--- src/rtl/simon_playback_sequencer.sv ---
// Timed Simon pattern playback: shows each stored pattern for ON_CYCLES, blanks for OFF_CYCLES,
// walks addresses 0..count_q-1 and pulses done once at the end.
module simon_playback_sequencer #(
    parameter int ADDR_W     = 5,
    parameter int PAT_W      = 4,
    parameter int ON_CYCLES  = 4,
    parameter int OFF_CYCLES = 2,
    parameter int TIMER_W    = 8
) (
    input  logic              clk,
    input  logic              rst,
    input  logic              start,
    input  logic              abort,
    input  logic [ADDR_W:0]   count,
    input  logic [PAT_W-1:0]  mem_data,
    output logic [ADDR_W-1:0] mem_addr,
    output logic [PAT_W-1:0]  leds,
    output logic              busy,
    output logic              done
);

    // state | meaning
    // IDLE  | waiting for start, index held at 0
    // SHOW  | current entry driven onto leds for ON_CYCLES
    // GAP   | leds blanked for OFF_CYCLES between entries
    // DONE  | one-cycle completion pulse, then back to IDLE
    typedef enum logic [1:0] {IDLE, SHOW, GAP, DONE} state_t;

    localparam logic [TIMER_W-1:0] ON_LAST  = TIMER_W'(ON_CYCLES - 1);
    localparam logic [TIMER_W-1:0] OFF_LAST = TIMER_W'(OFF_CYCLES - 1);
    localparam logic [ADDR_W:0]    DEPTH    = {1'b1, {ADDR_W{1'b0}}};

    state_t              state, state_n;
    logic [ADDR_W-1:0]   index, index_n;
    logic [ADDR_W:0]     count_q, count_q_n;
    logic [TIMER_W-1:0]  timer, timer_n;

    always_ff @(posedge clk) begin
        if (rst) begin
            state   <= IDLE;
            index   <= '0;
            count_q <= '0;
            timer   <= '0;
        end else begin
            state   <= state_n;
            index   <= index_n;
            count_q <= count_q_n;
            timer   <= timer_n;
        end
    end

    always_comb begin
        state_n   = state;
        index_n   = index;
        count_q_n = count_q;
        timer_n   = timer;
        if (abort) begin
            state_n = IDLE;
            index_n = '0;
            timer_n = '0;
        end else begin
            case (state)
                IDLE: begin
                    index_n = '0;
                    timer_n = '0;
                    if (start) begin
                        if (count == '0) begin
                            state_n = DONE;
                        end else begin
                            // clamp so index can never run past the last memory word
                            count_q_n = (count > DEPTH) ? DEPTH : count;
                            state_n   = SHOW;
                        end
                    end
                end
                SHOW: begin
                    if (timer == ON_LAST) begin
                        timer_n = '0;
                        state_n = GAP;
                    end else begin
                        timer_n = timer + 1'b1;
                    end
                end
                GAP: begin
                    if (timer == OFF_LAST) begin
                        timer_n = '0;
                        if ({1'b0, index} == count_q - 1'b1) begin
                            state_n = DONE;
                        end else begin
                            index_n = index + 1'b1;
                            state_n = SHOW;
                        end
                    end else begin
                        timer_n = timer + 1'b1;
                    end
                end
                DONE: begin
                    index_n = '0;
                    state_n = IDLE;
                end
                default: state_n = IDLE;
            endcase
        end
    end

    assign mem_addr = index;
    assign leds     = (state == SHOW) ? mem_data : '0;
    assign busy     = (state == SHOW) || (state == GAP);
    assign done     = (state == DONE);

endmodule

--- config.mk ---
export PLATFORM = sky130hd
export DESIGN_NAME = simon_playback_sequencer
export DESIGN_NICKNAME = d
export VERILOG_FILES = /design/src/rtl/simon_playback_sequencer.sv
export SDC_FILE = /design/constraint.sdc
export NUM_CORES = 1
export LEC_CHECK = 0
export ABC_AREA = 1
export CAP_MARGIN = 10
export CORE_UTILIZATION = 50
export CTS_CLUSTER_DIAMETER = 100
export DETAILED_ROUTE_END_ITERATION = 8
export PLACE_DENSITY = 0.8
export SYNTH_ARGS = -nofsm -noshare
export SYNTH_HDL_FRONTEND = slang
export SYNTH_SLANG_ARGS = --single-unit
--- constraint.sdc ---
create_clock -name clk -period 2.7 [get_ports clk]
set_input_delay 0.27 -clock clk [delete_from_list [all_inputs] [get_ports clk]]
set_output_delay 0.27 -clock clk [all_outputs]
set_load 0.05 [all_outputs]
# Word-level counts from Yosys, hierarchy flattened
# Index checks and enable logic that the tools add are counted.
dict set report word_totals {
  regBits 21
  word_cells 44
  out_inout_bits 11
}
dict set report classes {
  eq_ne 10
  bitwise 2
  addsub 3
  reduce_logical 10
  n_mux 14
  order_cmp 1
}
# cell n
set op_table {}
lappend op_table {{$pmux W8 S3} 1}
lappend op_table {{$mux W8} 2}
lappend op_table {{$mux W2} 5}
lappend op_table {{$mux W5} 2}
lappend op_table {{$pmux W5 S2} 1}
lappend op_table {{$add A8 B1 Y8 const B} 1}
lappend op_table {{$eq A8 B1 Y1 const B} 1}
lappend op_table {{$eq A8 B2 Y1 const B} 1}
lappend op_table {{$ne A2 B2 Y1 const B} 4}
lappend op_table {{$pmux W2 S4} 1}
lappend op_table {{$eq A5 B6 Y1} 1}
lappend op_table {{$gt A6 B6 Y1 const B} 1}
lappend op_table {{$logic_not A6 Y1} 1}
lappend op_table {{$mux W6} 1}
lappend op_table {{$reduce_and A3 Y1} 2}
lappend op_table {{$sub A6 B1 Y6 const B} 1}
lappend op_table {{$add A5 B1 Y5 const B} 1}
lappend op_table {{$eq A2 B2 Y1 const B} 2}
lappend op_table {{$mux W4} 1}
lappend op_table {{$reduce_and A4 Y1} 1}
lappend op_table {{$reduce_or A2 Y1} 2}
lappend op_table {{$reduce_bool A3 Y1} 1}
lappend op_table {{$eq A2 B1 Y1 const B} 1}
lappend op_table {{$logic_not A2 Y1} 1}
lappend op_table {{other kinds (3)} 4}

# Logic depth before layout (Yosys ltp)
dict set report depth {
  depth_word 5
  depth_mapped 15
  mapped_depth_nobuf 15
}

# Least setup slack after synthesis
# Ideal clock, no wire load.
dict set report synth_path {
  kind {register to register}
  start {reg state[0]}
  end {reg index[0] (netlist: mem_addr[0])}
  synth_period_minus_slack_ns 1.936
  setup_ns 0.115
  slack_ns 0.764
  stages_incl_launch_ff 9
  arrival_time_ns 1.821
  n_path_buf 0
  path_cell_list {dfxtp_1 > inv_1 > ha_1 > inv_1 > or2_2 > nand3_4 > nand2_1 > nand2_1 > nor2_1}
}
dict set report synth_via {
  elab_chain_len 4
}
# item line
set synth_rtl {}
lappend synth_rtl {{from (decl)} 33} ;# state_t state, state_n;
lappend synth_rtl {{from (signal assigned)} 45} ;# state <= state_n;
lappend synth_rtl {{$eq A2 B2 Y1 or $logic_not A2 Y1 (tied branches)} 62} ;# case (state)
lappend synth_rtl {{$reduce_or A2 Y1 (no source line)} --}
lappend synth_rtl {{$reduce_bool A2 Y1 (no source line)} --}
lappend synth_rtl {{$reduce_and A3 Y1 (no source line)} --}
lappend synth_rtl {{to (signal assigned)} 46} ;# index <= index_n;
lappend synth_rtl {{to (decl)} 34} ;# logic [ADDR_W-1:0] index, index_n;
# Several ways; a longest one is shown, not always the timed one.
# A chain may end at the register's enable or synchronous reset.

# Worst setup path after layout
dict set report layout_path {
  start {reg state[1]}
  end {out leds[3]}
}
dict set report layout_via {
  elab_chain_len 2
}
# item line
set layout_rtl {}
lappend layout_rtl {{$eq A2 B1 Y1} 107} ;# assign leds = (state == SHOW) ? mem_data : '0;
lappend layout_rtl {{$mux W4} 107}
lappend layout_rtl {{to (decl)} 17} ;# output logic [PAT_W-1:0] leds,
# No other way between the ends.

==> impl_results.md <==
- Status: completed
- Worst reg2reg endpoint: mem_addr[2]
- Min-Delay Endpoint: count_q[1]
- Grt ovf: 0
- Slew HR: 66.6%
- Design area: 1720 sq um
- Crit-path leading delay family: buffers and inverters
- CTS tree: yes
- DIE WIDTH: 55.3 microns
- Post-synth top cells: nand2_1, inv_1, dfxtp_1, nor2_1, a21oi_1
- Max_cap viols: 0
- CTS Root Cell: clkbuf_4
- FMAX: 435 MHz
- Placed inst area: 1690 sq um
- Vias per Instance: 5.27
- First-pass GRT wire length: 5200 microns
- Req. time, crit path: 2.43 ns
- Sequential Area: 420 sq um
- RD Place Congestion: 0.838
- Slew Limit Fails: 0
- Synthesized area per cell: 7.22 sq um
- R2R depth: 7
- Arr. time, crit path: 2.03 ns
- FF-to-FF setup slack: 0.91 ns
- WP buf/inv: 3
- Hold path depth: 2
- Port buffer count: 24
- Slowest stage cell, crit path: clkdlybuf4s50_1
- Mapped cell area: 1420 sq um
- DR vias: 1,339
- Die area: 3060 sq um
- Post-synth EDFFs: 0
- Mapped Nets: 221
- Inserted Diodes: 0
- Maximum fanout along the worst path: 6
- Final Skew: 0.00587 ns
- FF-to-FF Start: state[1]
- Crit-path cells: inv_1, ha_1, nand2_1, inv_1, clkdlybuf4s50_1
- Clk Latency, worst-skew pair: 0.31 ns
- Synthesized flop and latch total: 21
- Depth of the CTS H-tree: 1
- Core area: 2590 sq um
- Critical path's largest stage delay: 0.80 ns
- Initial Util: 54.9%
- Fraction of layout cells with a size suffix above 1: 12.5%
- Vias in the first global route: 1,257
- Most used flip-flop cell after synthesis: dfxtp_1
- Post-CTS setup buffer count: 0
- GRT Util Overall: 20.8%
- RSZ-0062 raised after global routing: no
- Die Y: 55.3 microns
- DRC errors left: 0
- Leakage: 0.718 nW
- Combinational share of power: 27.1%
- P_sw: 0.217 mW
- Number of DRC markers in iteration 0: 32
- Final WL: 3030 microns
- Clock buffer depth: 2
- Hold crit path type: register to register
- Nets: 249
- Synth async-reset ratio: 0%
- Synth top area share: 29.6%
- Final setup viols: 0
- Sequential share of power: 49.5%
- Hold path startpoint: count_q[1]
- Final critical-path share of the clock period: 85.1%
- Period minus WS final: 2.30 ns
- Sequential fraction of the synthesis area: 29.6%
- Peak VDD IR: 0.304 mV
- Most frequent cell after synthesis: nand2_1
- Post-synth cell types: 30
- CTS resizes: 0
- Power per cell area: 386 nW/um^2
- WS Path Type: register to primary output
- Worst Setup End Kind: primary output
- Routed len/inst: 11.9 microns
- CTS buffer count: 3
- Clk pwr share: 23.5%
- Area of the multi-input gates: 883 sq um
- Hold Fails Final Rpt: 0
- Top post-synthesis cells by area: dfxtp_1, nand2_1, ha_1
- Worst slew pin tran: 0.500 ns
- Largest net degree at the start of global routing: 13
- Cts hold-fix bufs: 0
- Net Sw Frac: 32.8%
- Fin Setup TNS: 0 ns
- Area Overhead vs Synth: 21.1%
- Worst setup SP type: register
- Antenna viol nets, final: 0
- Ys Warns: 0
- Gate Count Post-Synth: 197
- Internal Power: 0.446 mW
- DP HPWL: 2430 microns
- Most used cell, CP: inv_1
- Initial DRT Pass Iterations: 4
- IO Count: 25
- Sink Count: 21
- Cell taking the most area after synthesis: dfxtp_1
- Fillers: 235
- Initial antenna violation count: 0
- Clk pin slew, worst setup/hold paths: 0.12 ns
- Row cnt: 18
[power by group through the flow]
| stage | Clock, mW | Sequential [mW] | Combinational (mW) |
|---|---|---|---|
| floorplan | 0 | 0.338 | 0.122 |
| global placement | 0 | 0.335 | 0.172 |
| detailed placement | 0 | 0.335 | 0.179 |
| CTS | 0.160 | 0.328 | 0.179 |
| global route | 0.174 | 0.330 | 0.197 |
| finish | 0.156 | 0.328 | 0.180 |
[sequential cells by signal (all words and copies together), names as in the netlist]
signal and flops:
count_q 6, mem_addr 5, state 2, timer 8
[worst max-delay path by stage]
stage / from / end / slack, ns / cells past startpoint
after global routing: state[1] / leds[3] / 0.29 / 5
after CTS: state[1] / leds[3] / 0.38 / 5
after global placement: state[0] / busy / 0.79 / 3
final: state[1] / leds[3] / 0.40 / 5
after detailed placement: state[1] / leds[3] / 0.74 / 5
after floorplan: state[0] / mem_addr[0] / 0.76 / 8
[area by class of cell]
cell class	count	share of cell area, %
flip-flops and latches	21	24.4
repair buffers	24	14.0
clock inverters	1	0.291
inverters	30	6.54
clock buffers	3	1.31
multi-input cells	145	51.3
well taps	30	2.18
[placed cells by master (no fill, tap or decap)]
cell             Yosys  routed
clkbuf_4             0       3
nand3_4              1       1
a211oi_1             5       5
nand2_4              1       1
nor2_4               3       3
nor4_1               1       1
nor2_1              18      18
o21ai_2              1       1
o31a_1               1       1
nand2_2              2       2
xor2_1               5       5
o21ai_4              2       2
clkdlybuf4s50_1      0      24
clkinv_2             0       1
nand4_1              4       4
ha_1                10      10
inv_1               26      26
dfxtp_1             21      21
o21ai_0              1       1
nand3_2              1       1
xnor2_1              2       2
nor3_2               2       2
o211ai_4             1       1
nand4_2              1       1
inv_2                4       4
nor3_1               6       6
or2_2                1       1
nand3_1             11      11
nand2_1             46      46
a21oi_2              1       1
nor2_2               3       3
a21oi_1             15      15
[kinds of logic after synthesis]
| group | synth area share [%] |
|---|---|
| xor+xnor | 4.31 |
| fa+ha+maj | 8.80 |
| flops | 29.6 |
| compound gates | 13.9 |
| simple gates | 35.1 |
| buf+inv | 8.27 |
[worst reg2reg max path: cells and delay by family, from the launching register on]
kind	cells	cell delay (ns)
and+or+nand+nor	3	0.56
DFF	1	0.43
adders and majority gates	1	0.36
buffers and inverters	2	0.23
AOI/OAI and AO/OA	1	0.14
[metal layers]
layer	vias to the layer above	global-route usage, %	wire length (microns)
li1	693	-	-
met1	615	24.6	1340
met2	25	37.7	1560
met3	6	2.58	82
met4	0	8.21	46
met5	-	0	0
[through the flow]
step	worst slack, ns	utilization [%]	power [mW]	hold WS (ns)	instances
2_1_floorplan	0.764	-	0.461	0.339	197
3_3_place_gp	0.790	65.4	0.507	0.486	250
3_5_place_dp	0.735	65.4	0.514	0.487	250
4_1_cts	0.380	66.5	0.667	0.508	254
5_1_grt	0.286	66.5	0.701	0.557	254
6_report	0.403	66.5	0.664	0.506	254
No activity file was read; power rests on OpenSTA's default activity.
